**src/rtl/nonce_scheduler.sv**
```systemverilog
// Nonce issue/tracking controller for the double-SHA256 finisher datapath.
// Define NONCE_SCHED_STATS_EN to add hash_count/share_count statistics outputs.
module nonce_scheduler #(
    parameter int unsigned DEPTH = 4,
    parameter int unsigned PTR_W = 2
) (
    input  logic         clk,
    input  logic         reset,
    input  logic         work_valid,
    output logic         work_ready,
    input  logic [255:0] work_midstate,
    input  logic [95:0]  work_tail,
    input  logic [31:0]  work_nonce_start,
    input  logic [31:0]  work_nonce_end,
    input  logic         abort,
    output logic [255:0] core_x,
    output logic [95:0]  core_y,
    output logic [31:0]  core_nonce,
    output logic         core_nonce_valid,
    input  logic         core_take,
    input  logic         core_done,
    input  logic [255:0] core_hash,
    output logic         found_valid,
    input  logic         found_ready,
    output logic [31:0]  found_nonce,
    output logic         work_done,
    output logic         overflow
`ifdef NONCE_SCHED_STATS_EN
   ,output logic [31:0]  hash_count,
    output logic [15:0]  share_count
`endif
);

    typedef enum logic [1:0] {StIdle, StRun, StDrain} state_t;

    localparam logic [PTR_W:0] CntFull = (PTR_W + 1)'(DEPTH);

    state_t             r_state;
    state_t             w_state_nxt;
    logic [255:0]       r_x;
    logic [95:0]        r_y;
    logic [31:0]        r_nonce;
    logic [31:0]        r_end;
    logic               r_discard;
    logic [31:0]        r_mem [DEPTH];
    logic [PTR_W-1:0]   r_wr_ptr;
    logic [PTR_W-1:0]   r_rd_ptr;
    logic [PTR_W:0]     r_count;
    logic [PTR_W:0]     w_count_nxt;
    logic               r_found_valid;
    logic [31:0]        r_found_nonce;
    logic               r_work_done;
    logic               w_work_done_nxt;
    logic               r_overflow;

    logic               w_full;
    logic               w_empty;
    logic               w_valid;
    logic               w_push;
    logic               w_pop;
    logic               w_last;
    logic               w_share;
    logic               w_load_found;

    assign w_full       = (r_count == CntFull);
    assign w_empty      = (r_count == '0);
    assign w_valid      = (r_state == StRun) && !w_full;
    assign w_push       = core_take && w_valid;
    assign w_pop        = core_done && !w_empty;
    assign w_last       = (r_nonce == r_end);
    assign w_share      = w_pop && !r_discard && (core_hash[255:224] == 32'h0);
    assign w_load_found = w_share && (!r_found_valid || found_ready);
    assign w_count_nxt  = r_count + {{PTR_W{1'b0}}, w_push} - {{PTR_W{1'b0}}, w_pop};

    always_comb begin
        w_state_nxt     = r_state;
        w_work_done_nxt = 1'b0;
        unique case (r_state)
            StIdle: begin
                if (work_valid) w_state_nxt = StRun;
            end
            StRun: begin
                if (abort || (w_push && w_last)) w_state_nxt = StDrain;
            end
            StDrain: begin
                // Leave as soon as the last in-flight result pops, so work_done trails it by one
                if (w_count_nxt == '0) begin
                    w_state_nxt     = StIdle;
                    w_work_done_nxt = 1'b1;
                end
            end
            default: w_state_nxt = StIdle;
        endcase
    end

    always_ff @(posedge clk or posedge reset) begin
        if (reset) begin
            r_state       <= StIdle;
            r_x           <= '0;
            r_y           <= '0;
            r_nonce       <= '0;
            r_end         <= '0;
            r_discard     <= 1'b0;
            r_wr_ptr      <= '0;
            r_rd_ptr      <= '0;
            r_count       <= '0;
            r_found_valid <= 1'b0;
            r_found_nonce <= '0;
            r_work_done   <= 1'b0;
            r_overflow    <= 1'b0;
            for (int i = 0; i < int'(DEPTH); i++) r_mem[i] <= '0;
        end else begin
            r_state     <= w_state_nxt;
            r_work_done <= w_work_done_nxt;
            r_count     <= w_count_nxt;

            if (r_state == StIdle && work_valid) begin
                r_x     <= work_midstate;
                r_y     <= work_tail;
                r_nonce <= work_nonce_start;
                r_end   <= work_nonce_end;
            end else if (w_push && !w_last) begin
                r_nonce <= r_nonce + 32'd1;
            end

            if (r_state == StIdle) r_discard <= 1'b0;
            else if (abort)        r_discard <= 1'b1;

            if (w_push) begin
                r_mem[r_wr_ptr] <= r_nonce;
                r_wr_ptr        <= r_wr_ptr + PTR_W'(1);
            end
            if (w_pop) r_rd_ptr <= r_rd_ptr + PTR_W'(1);

            if (w_load_found) begin
                r_found_valid <= 1'b1;
                r_found_nonce <= r_mem[r_rd_ptr];
            end else if (r_found_valid && found_ready) begin
                r_found_valid <= 1'b0;
            end
            if (w_share && !w_load_found) r_overflow <= 1'b1;
        end
    end

`ifdef NONCE_SCHED_STATS_EN
    logic [31:0] r_hash_count;
    logic [15:0] r_share_count;

    always_ff @(posedge clk or posedge reset) begin
        if (reset) begin
            r_hash_count  <= '0;
            r_share_count <= '0;
        end else begin
            if (w_pop)   r_hash_count  <= r_hash_count + 32'd1;
            if (w_share) r_share_count <= r_share_count + 16'd1;
        end
    end

    assign hash_count  = r_hash_count;
    assign share_count = r_share_count;
`endif

    assign work_ready       = (r_state == StIdle);
    assign core_x           = r_x;
    assign core_y           = r_y;
    assign core_nonce       = r_nonce;
    assign core_nonce_valid = w_valid;
    assign found_valid      = r_found_valid;
    assign found_nonce      = r_found_nonce;
    assign work_done        = r_work_done;
    assign overflow         = r_overflow;

endmodule

```
**config.mk**
```make
export PLATFORM = sky130hd
export DESIGN_NAME = nonce_scheduler
export DESIGN_NICKNAME = d
export VERILOG_FILES = /design/src/rtl/nonce_scheduler.sv
export SDC_FILE = /design/constraint.sdc
export NUM_CORES = 1
export LEC_CHECK = 0
export CAP_MARGIN = 20
export CORE_AREA = 8 8 423 425
export CTS_BUF_LIST = sky130_fd_sc_hd__clkbuf_4
export CTS_CLUSTER_DIAMETER = 50
export DETAILED_ROUTE_END_ITERATION = 10
export DIE_AREA = 0 0 431 433
export PLACE_DENSITY_LB_ADDON = 0.15
export SETUP_SLACK_MARGIN = 0.02
export SKIP_CTS_REPAIR_TIMING = 1
export SYNTH_ARGS = -nofsm -noshare
export SYNTH_HDL_FRONTEND = slang
export SYNTH_SLANG_ARGS = --single-unit
```
**constraint.sdc**
```tcl
create_clock -name clk -period 68.8 [get_ports clk]
set_input_delay 17.2 -clock clk [delete_from_list [all_inputs] [get_ports clk]]
set_output_delay 17.2 -clock clk [all_outputs]
set_load 0.02 [all_outputs]
```
==> impl_metrics.py <==
metrics = {
    "status": {
        "outcome": "completed",
    },
    "yosys": {
        "synth_ff_type": "dfrtp_1",
        "synth_seq_cells": 589,
        "synthArstFlopShare_pct": 100.0,
        "synth_enable_flop_cells": 0,
        "ys_seq_area_share_pct": 61.27,
        "syn_area_um2": 24060,
        "synth.avg_cell_area_um2": 10.21,
        "ys_warn_count": 0,
        "synth.distinct_cells": 55,
        "syn_inst": 2356,
        "synth_nets": 3043,
    },
    "grt": {
        "antenna_found_initial": 66,
        "grtUsageTotal_pct": 14.22,
        "grt_pass1_wl_mm": 185.8,
        "grt_start_max_net_pins": 159,
        "grt_remaining_overflow": 0,
        "first_global_vias": 21960,
    },
    "critical_path": {
        "critPathKind": "in -> reg",
        "critPathCapture": "core_y[89]$_DFFE_PP0P_",
        "start_kind": "input port",
        "crit_required_ns": 69.88,
        "critPathBufInv": 4,
        "r2r_setup_slack_ns": 64.75,
        "critPathSlowestCell": "buf_4",
        "r2r_end": "core_y[89]$_DFFE_PP0P_",
        "crit_path_max_incr_delay_ns": 0.83,
        "arrival_ns": 20.99,
        "crit_start": "work_valid",
        "crit_chain": "clkdlybuf4s50_1 -> and2_4 -> buf_12 -> buf_4 -> buf_4 -> nand2_1 -> nand2_1",
        "cp.depth": 7,
        "reg2reg_from": "r_state[1]$_DFFE_PP0P_",
        "reg2regPathDepth": 8,
        "crit_fanout": 138,
        "critPathCaptureType": "flop",
        "crit_family": "buffers and inverters",
    },
    "floorplanning": {
        "die_height_um": 433,
        "std_cell_rows": 153,
        "ios": 1100,
        "dieArea_um2": 186600,
        "initial_utilization_pct": 13.95,
        "fp.dieW_um": 431,
        "core_area_um2": 172500,
    },
    "route": {
        "ant_nets": 0,
        "avgViaCountPerCell": 3.574,
        "wirelength_mm": 137.0,
        "first_iter_violations": 944,
        "drtPass1Iterations": 5,
        "drc": 0,
        "avgRoutedWirePerCell_um": 23.71,
        "vias": 20640,
    },
    "cts": {
        "numCtsBuffers": 193,
        "cts-root-buf": "clkbuf_4",
        "clk_pin_slew_ns": 0.06,
        "cts_tree": "built",
        "clock_path_buffers": 3,
        "htree_levels": 4,
        "clock_latency_ns": 1.17,
        "clock_sinks": 589,
    },
    "placed_design": {
        "place_congestion": 0.8349,
        "hpwlAfterDp_mm": 103.2,
        "portBuffers": 875,
    },
    "layout": {
        "area_growth_pct": 57.01,
        "utilization_pct": 21.90,
        "ff_latch_area_um2": 14740,
        "final.fill_count": 19010,
        "multi_input_comb_area_um2": 8620,
        "finalNetCount": 3994,
        "final_layout_size_suffix_gt1_share_pct": 15.58,
    },
    "power": {
        "ir_drop_v": 0.00001868,
        "power_uw": 1794,
        "p_leak_uw": 0.01720,
        "p_per_area_nw_per_um2": 47.50,
    },
    "timing": {
        "tns_ns": 0,
        "min_period_over_period_pct": 28.93,
        "slew_violations": 0,
        "tightest_slew_ns": 1.085,
        "setup_viol": 0,
        "relSlewSlack_pct": 27.67,
        "fin_crit_ns": 19.91,
        "finClkSkew_ns": 0.1050,
        "worst_hold_slack_ns": 0.4566,
        "rsz0062_at_grt": "no",
        "fmax_mhz": 50.24,
        "hold_viol": 0,
    },
    "flow_run": {
        "max_cap_viol_count": 0,
    },
    "hold_path": {
        "hold_class": "reg -> reg",
    },
}
-- per-stage QoR --
step                instance area [um^2]  setup slack (ns)  cells
finish                             37770             48.89   5775
global route                       37750             48.56   5766
CTS                                37690             48.53   5752
detailed placement                 35320             47.60   5436
global placement                   35320             47.60   5436
floorplan                          24060             35.12   2356
-- worst min-delay path by stage --
stage                            start                 endpoint  cells past startpoint
3_5_place_dp      overflow$_DFFE_PP0P_     overflow$_DFFE_PP0P_                      1
2_1_floorplan    r_mem[47]$_DFFE_PP0P_    r_mem[47]$_DFFE_PP0P_                      2
3_3_place_gp      overflow$_DFFE_PP0P_     overflow$_DFFE_PP0P_                      1
4_1_cts           overflow$_DFFE_PP0P_     overflow$_DFFE_PP0P_                      1
5_1_grt        core_x[240]$_DFFE_PP0P_  core_x[240]$_DFFE_PP0P_                      2
6_report          overflow$_DFFE_PP0P_     overflow$_DFFE_PP0P_                      1
-- metal layers --
metal  vias to the layer above  part of all wire [%]  GRT usage (%)
li1                       9516                     -              -
met1                     10030                    40          16.64
met2                       823                    48          23.55
met3                       238                    10          7.030
met4                        30                   2.0          3.005
met5                         -                  0.14              0
-- synth_stat cells, types with 2 or more instances --
cell type / n / area [um^2]
clkbuf_2: 2 / 10.01
and3_1: 9 / 56.30
xor2_1: 19 / 166.4
nand2b_1: 2 / 12.51
nor3_1: 3 / 15.01
and4_1: 2 / 17.52
a31oi_1: 4 / 25.02
buf_4: 5 / 37.54
nor4_4: 3 / 63.81
mux2_1: 2 / 22.52
nor4_1: 9 / 56.30
ha_1: 7 / 87.58
mux4_2: 32 / 720.7
nor2_1: 24 / 90.09
o21ai_0: 25 / 125.1
dfrtp_1: 589 / 14740
a21oi_1: 12 / 60.06
and3_4: 2 / 22.52
or3_1: 4 / 25.02
clkbuf_1: 80 / 300.3
nand3_1: 12 / 60.06
buf_2: 53 / 265.3
nand3_2: 3 / 30.03
inv_1: 8 / 30.03
xnor2_1: 44 / 385.4
and2_1: 3 / 18.77
o21ai_1: 4 / 20.02
nand2_1: 1195 / 4486
mux2_2: 150 / 1689
nor3b_2: 2 / 25.02
nand4_1: 17 / 106.4
and4_4: 2 / 22.52
buf_6: 6 / 67.56
-- state kept, by name, summed over array words and instances (netlist names) --
register,flops
r_wr_ptr,2
work_done,1
r_end,32
overflow,1
r_discard,1
core_nonce,32
r_mem,128
r_state,2
r_rd_ptr,2
found_nonce,32
core_y,96
found_valid,1
r_count,3
core_x,256
-- power by group --
part / switching, uW / internal (uW) / total, uW
logic: 463 / 340 / 803
registers: 117 / 502 / 618
clock network: 175 / 198 / 373
-- final cells by class --
type,count,area share [%]
Antenna cell,22,0.1458
Clock buffer,286,5.684
Multi-Input combinational cell,1611,22.82
Sequential cell,589,39.03
Tap cell,2325,7.702
Timing Repair Buffer,903,23.93
Clock inverter,30,0.5830
Inverter,9,0.1093
-- logic make-up (layout without fill, tap and decap cells) --
kind of cell               Yosys count  count (layout)  synth area share [%]
and+or+nand+nor                   1303            1303                 21.66
DFF                                589             589                 61.27
muxes                              185             185                 10.15
buffers and inverters              156            1228                 2.985
xor gates and xnor gates            63              63                 2.294
AOI/OAI and AO/OA                   52              52                 1.191
adders and majority gates            8               8                0.4473
other                                0              22                     0
-- placed cells by master (no fill, tap or decap), types with 7 or more instances in the layout --
master / n
buf_4: 23
mux2_2: 150
xor2_1: 19
clkinv_1: 18
nand3_1: 12
inv_1: 7
diode_2: 22
and3_1: 9
nor4_1: 9
ha_1: 7
nand2_1: 1190
a21oi_1: 12
o21ai_0: 25
nor2_1: 24
xnor2_1: 44
dfrtp_1: 588
nand4_1: 17
clkdlybuf4s50_1: 875
mux4_2: 32
clkbuf_4: 286
Note: power is estimated with default switching activity, not from simulation.
